**src/rtl/lif_array_scheduler_if.sv**
```systemverilog
// Tick/threshold control, current-fetch bus, spike output and debug read port of the LIF array scheduler.
// master = surrounding logic (tick source, current source, spike consumer); slave = the scheduler.
interface lif_array_scheduler_if #(
  parameter int N_NEURONS = 4,
  parameter int IDX_W     = $clog2(N_NEURONS)
);
  logic                 en;
  logic                 tick;
  logic [7:0]           threshold;
  logic                 clr_ovr;
  logic                 cur_req;
  logic [IDX_W-1:0]     cur_idx;
  logic [7:0]           cur_data;
  logic                 busy;
  logic [N_NEURONS-1:0] spike_vec;
  logic                 spike_valid;
  logic                 overrun;
  logic [IDX_W-1:0]     dbg_idx;
  logic [7:0]           dbg_mem;

  modport master (
    output en, tick, threshold, clr_ovr, cur_data, dbg_idx,
    input  cur_req, cur_idx, busy, spike_vec, spike_valid, overrun, dbg_mem
  );

  modport slave (
    input  en, tick, threshold, clr_ovr, cur_data, dbg_idx,
    output cur_req, cur_idx, busy, spike_vec, spike_valid, overrun, dbg_mem
  );
endinterface

```
**src/rtl/lif_array_scheduler.sv**
```systemverilog
// One shared leaky integrate-and-fire datapath swept over N_NEURONS neurons, 2 cycles per neuron;
// tick to spike_valid is 2N+1 cycles, and ticks arriving mid-sweep are dropped and flagged in overrun.
module lif_array_scheduler #(
  parameter int N_NEURONS    = 4,
  parameter int LEAK_SHIFT   = 2,
  parameter int REFRAC_TICKS = 2
) (
  input  logic                  clk,
  input  logic                  rst,
  lif_array_scheduler_if.slave  bus
);
  localparam int IDX_W = $clog2(N_NEURONS);

  localparam logic [1:0] S_IDLE   = 2'd0;
  localparam logic [1:0] S_FETCH  = 2'd1;
  localparam logic [1:0] S_UPDATE = 2'd2;
  localparam logic [1:0] S_DONE   = 2'd3;

  logic [1:0]           state;
  logic [IDX_W-1:0]     idx;
  logic [7:0]           thr_q;
  logic [7:0]           cur_q;
  logic [N_NEURONS-1:0] shadow;
  logic [N_NEURONS-1:0] spike_vec_q;
  logic                 overrun_q;
  logic [7:0]           mem    [N_NEURONS];
  logic [2:0]           refrac [N_NEURONS];

  logic [7:0]           s_cur;
  logic [2:0]           r_cur;
  logic [7:0]           leaked;
  logic [8:0]           sum;
  logic [7:0]           v;
  logic                 fire;
  logic [N_NEURONS-1:0] fire_mask;

  // leaked = s - s>>k can never underflow, so only the add needs a carry bit
  always_comb begin
    s_cur     = mem[idx];
    r_cur     = refrac[idx];
    leaked    = s_cur - (s_cur >> LEAK_SHIFT);
    sum       = {1'b0, leaked} + {1'b0, cur_q};
    v         = sum[8] ? 8'hFF : sum[7:0];
    fire      = (r_cur == 3'd0) && (v >= thr_q);
    fire_mask = fire ? (N_NEURONS'(1) << idx) : '0;
  end

  always_ff @(posedge clk or posedge rst) begin
    if (rst) begin
      state       <= S_IDLE;
      idx         <= '0;
      thr_q       <= '0;
      cur_q       <= '0;
      shadow      <= '0;
      spike_vec_q <= '0;
      overrun_q   <= 1'b0;
      for (int i = 0; i < N_NEURONS; i++) begin
        mem[i]    <= '0;
        refrac[i] <= '0;
      end
    end else begin
      // a dropped tick outranks a simultaneous clear
      if (bus.tick && (state != S_IDLE))
        overrun_q <= 1'b1;
      else if (bus.clr_ovr)
        overrun_q <= 1'b0;

      case (state)
        S_IDLE: begin
          if (bus.tick && bus.en) begin
            thr_q  <= bus.threshold;
            idx    <= '0;
            shadow <= '0;
            state  <= S_FETCH;
          end
        end
        S_FETCH: begin
          cur_q <= bus.cur_data;
          state <= S_UPDATE;
        end
        S_UPDATE: begin
          if (r_cur != 3'd0) begin
            mem[idx]    <= '0;
            refrac[idx] <= r_cur - 3'd1;
          end else if (fire) begin
            mem[idx]    <= '0;
            refrac[idx] <= 3'(REFRAC_TICKS);
          end else begin
            mem[idx]    <= v;
          end
          // publish on entry to DONE so spike_vec is already new while spike_valid is high
          if (idx == IDX_W'(N_NEURONS - 1)) begin
            spike_vec_q <= shadow | fire_mask;
            state       <= S_DONE;
          end else begin
            shadow <= shadow | fire_mask;
            idx    <= idx + IDX_W'(1);
            state  <= S_FETCH;
          end
        end
        default: state <= S_IDLE;
      endcase
    end
  end

  // idx only moves on entry to FETCH, so it already holds its last value elsewhere
  assign bus.cur_req     = (state == S_FETCH);
  assign bus.cur_idx     = idx;
  assign bus.busy        = (state != S_IDLE);
  assign bus.spike_vec   = spike_vec_q;
  assign bus.spike_valid = (state == S_DONE);
  assign bus.overrun     = overrun_q;
  assign bus.dbg_mem     = mem[bus.dbg_idx];
endmodule
```
**src/flat_wrapper.sv**
```systemverilog
// flat-port wrapper written by rule: the top's interface ports become plain ports
module lif_array_scheduler_flat 
#(
  parameter int N_NEURONS    = 4,
  parameter int LEAK_SHIFT   = 2,
  parameter int REFRAC_TICKS = 2
)
  (clk, rst, bus_en, bus_tick, bus_threshold, bus_clr_ovr, bus_cur_data, bus_dbg_idx, bus_cur_req, bus_cur_idx, bus_busy, bus_spike_vec, bus_spike_valid, bus_overrun, bus_dbg_mem);
  lif_array_scheduler_if #(.N_NEURONS(N_NEURONS)) bus_i ();
  input  logic clk;
  input  logic rst;
  input wire logic [$bits(bus_i.en)-1:0] bus_en;
  input wire logic [$bits(bus_i.tick)-1:0] bus_tick;
  input wire logic [$bits(bus_i.threshold)-1:0] bus_threshold;
  input wire logic [$bits(bus_i.clr_ovr)-1:0] bus_clr_ovr;
  input wire logic [$bits(bus_i.cur_data)-1:0] bus_cur_data;
  input wire logic [$bits(bus_i.dbg_idx)-1:0] bus_dbg_idx;
  output wire logic [$bits(bus_i.cur_req)-1:0] bus_cur_req;
  output wire logic [$bits(bus_i.cur_idx)-1:0] bus_cur_idx;
  output wire logic [$bits(bus_i.busy)-1:0] bus_busy;
  output wire logic [$bits(bus_i.spike_vec)-1:0] bus_spike_vec;
  output wire logic [$bits(bus_i.spike_valid)-1:0] bus_spike_valid;
  output wire logic [$bits(bus_i.overrun)-1:0] bus_overrun;
  output wire logic [$bits(bus_i.dbg_mem)-1:0] bus_dbg_mem;
  assign bus_i.en = bus_en;
  assign bus_i.tick = bus_tick;
  assign bus_i.threshold = bus_threshold;
  assign bus_i.clr_ovr = bus_clr_ovr;
  assign bus_i.cur_data = bus_cur_data;
  assign bus_i.dbg_idx = bus_dbg_idx;
  assign bus_cur_req = bus_i.cur_req;
  assign bus_cur_idx = bus_i.cur_idx;
  assign bus_busy = bus_i.busy;
  assign bus_spike_vec = bus_i.spike_vec;
  assign bus_spike_valid = bus_i.spike_valid;
  assign bus_overrun = bus_i.overrun;
  assign bus_dbg_mem = bus_i.dbg_mem;
  lif_array_scheduler #(.N_NEURONS(N_NEURONS), .LEAK_SHIFT(LEAK_SHIFT), .REFRAC_TICKS(REFRAC_TICKS)) u_core (.clk(clk), .rst(rst), .bus(bus_i));
endmodule
```
**config.mk**
```make
export PLATFORM = sky130hd
export DESIGN_NAME = lif_array_scheduler_flat
export DESIGN_NICKNAME = d
export VERILOG_FILES = /design/src/rtl/lif_array_scheduler_if.sv /design/src/rtl/lif_array_scheduler.sv /design/src/flat_wrapper.sv
export SDC_FILE = /design/constraint.sdc
export NUM_CORES = 1
export LEC_CHECK = 0
export BUFFER_PORTS_ARGS = -buffer_cell sky130_fd_sc_hd__buf_4
export CORE_MARGIN = 4
export CORE_UTILIZATION = 54
export DETAILED_ROUTE_END_ITERATION = 8
export PLACE_DENSITY_LB_ADDON = 0.2
export SETUP_SLACK_MARGIN = 0.2
export SYNTH_ARGS = -nofsm -noshare
export SYNTH_HDL_FRONTEND = slang
export SYNTH_SLANG_ARGS = --single-unit
```
**constraint.sdc**
```tcl
create_clock -name clk -period 5.6 [get_ports clk]
set_input_delay 0.56 -clock clk [delete_from_list [all_inputs] [get_ports clk]]
set_output_delay 0.56 -clock clk [all_outputs]
set_load 0.01 [all_outputs]
```
==> reports/metrics.cfg <==
[run_status]
status=finished clean

[cts]
postCtsHoldBufs=0
cts_tree=yes
cts_sinks=73
clockBufferDepth=2
cts_root_buf=clkbuf_8
cts.htree.levels=3
path_clk_slew_ns=0.09
clk_latency_ns=0.35
numCtsBuffers=9

[die]
io_pins=41
start_util_pct=55.0
die_x_um=96.5
die_area_sq_um=9310
std_cell_rows=32
die_y_um=96.5
core_area_sq_um=7690

[placed_design]
place.gp.congestion=0.894
io_buffers=40
dpl.hpwl_um=7080
place_ws_ns=0.180

[synthesis]
synth.largest_area_cell=dfrtp_1
yosys-top-cells-area=dfrtp_1 43%, mux4_2 9.1%, ha_1 8.3%, nand2_1 4.9%, o21ai_0 4.7%
syn_nets=456
yosys_warnings=0
ys_seq_elements=73
synth-seq-area-share_pct=43.2
avgSynthCellArea_sq_um=10.5
ys_types=46
syn_inst=403
yosysTopAreaCellShare_pct=43.2
syn_area_sq_um=4230
async_flop_share_pct=100
synthFlopType=dfrtp_1
synth_edf_count=0

[global_routing]
overflow=0
grt.total_usage_pct=23.2
first_global_vias=3329
grt_pass1_wl_um=16400
antenna_found_initial=0
grt_max_degree=74

[setup_path]
required_ns=5.89
slowest_stage=mux4_2
max_stage_delay_ns=0.51
start_kind=register
setup.worst_path.class=reg2reg
cp-startpoint=u_core.bus.cur_idx[0]
r2r_start=u_core.bus.cur_idx[0]
crit_path_max_fanout=6
crit_chain=mux4_2, inv_1, ha_1, inv_1, fa_1, a21o_1, a21oi_2, o21ai_0, xnor2_1, ha_1, a21o_1, a31oi_4, o21ai_2, nor4_2, inv_1, ha_4, and3_2, a221oi_4, o21ai_4, clkbuf_4, nor3_2, a22o_1
cp-end-kind=register
arrival_ns=5.55
path_common_cell=inv_1

[timing]
timing.final.crit_share_pct=93.8
fin_crit_ns=5.26
finalSetupViolCount=0
fmaxAchievable_ghz=0.190
finalHoldViolCount=0
setup_ws_ns=0.345
slew_viol_final=0
clock_skew_ns=0.0115
finalHoldWorstSlack_ns=0.397
rsz0062_at_grt=no
max_slew_margin_pct=37.9
timing.setup.tns_ns=0
worst_pin_slew_ns=0.929

[drt]
viasPerCell=5.94
drc=0
drt_iter0_drc=202
postRouteAntennaNets=0
first_pass_iters=4
wirelength_um=10200
vias=3325
wl_per_cell_um=18.2

[final_layout]
nets=506
antennaDiodeCount=0
most-common-layout-cells=72 x dfrtp_1, 55 x nand2_1, 53 x buf_4
utilization_pct=65.0
final_common_cell=dfrtp_1
area_growth_pct=18.2
drive_gt1_share_pct=27.7

[hold_path]
hold_start=bus_threshold[0]
hold_path.class=in2reg

[flow_run]
max_cap_violations=0

## stage by stage
step,std cells,cell area [sq um]
6_report,560,5000
5_1_grt,560,5000
4_1_cts,552,4810
3_5_place_dp,536,4630
3_3_place_gp,536,4630
2_1_floorplan,403,4230
## cells by family after synthesis
kind of cell,after synthesis,share of synthesized area [%]
multiplexers,33,13.9
buffers and inverters,46,4.53
flip-flops,73,43.2
adder cells (fa/ha/maj),30,9.23
AO/OA/AOI/OAI,104,15.7
AND/OR/NAND/NOR,112,12.4
XOR/XNOR,5,1.04
## registers in the layout, indices dropped and copies added, names as in the netlist
name	count
u_core.thr_q	8
u_core.bus.overrun	1
u_core.bus.cur_idx	2
u_core.bus.spike_vec	4
u_core.mem	32
u_core.state	2
u_core.shadow	4
u_core.cur_q	8
u_core.refrac	12
## worst paths after layout
check	endpoint	slack, ns	depth (start not counted)
max	u_core.mem[6]	0.34	22
min	u_core.thr_q[0]	0.40	3
min in group asynchronous	u_core.bus.overrun	0.49	3
min reg2reg	u_core.shadow[3]	0.49	1
max in group asynchronous	u_core.bus.cur_idx[0]	4.47	3
max reg2reg	u_core.mem[6]	0.34	22
## metal layers
metal | track usage, % | up-vias | wire length, um
li1 | - | 1556 | -
met1 | 32.4 | 1668 | 4540
met2 | 37.6 | 86 | 4990
met3 | 4.26 | 15 | 499
met4 | 5.72 | 0 | 170
met5 | 0 | - | 0
## layout make-up
class,count,area (sq um)
Tap cell,102,128
Clock buffer,10,138
Multi-Input combinational cell,285,2340
Clock inverter,6,41.3
Sequential cell,73,1830
Timing Repair Buffer,55,417
Inverter,29,109
Fill cell,646,2690
## synth_stat cells (all sizes together), types with 9 or more instances
cell type   n
a21o        9
a21oi      14
a22o       15
clkbuf     10
dfrtp      73
ha         28
inv        29
mux2       10
mux4       19
nand2      55
nor2       17
o21ai      44
## what timing repair did
action,CTS,global route
setup endpoints to repair,23,51
resized for setup,2,36
pin swaps,0,6
cloned,0,1
setup buffers,0,7
## worst max-delay path, delay by kind of cell, from the launching register on
kind | cells | cell delay (ns)
muxes | 1 | 0.51
DFF | 1 | 0.46
buffers and inverters | 4 | 0.45
and+or+nand+nor | 3 | 0.74
xor gates and xnor gates | 1 | 0.16
adders and majority gates | 4 | 1.02
AOI/OAI and AO/OA | 9 | 1.84
Power is left out: the tool's default activity adds up to more than one toggle a clock period on the data nets, which glitch-free logic cannot reach.
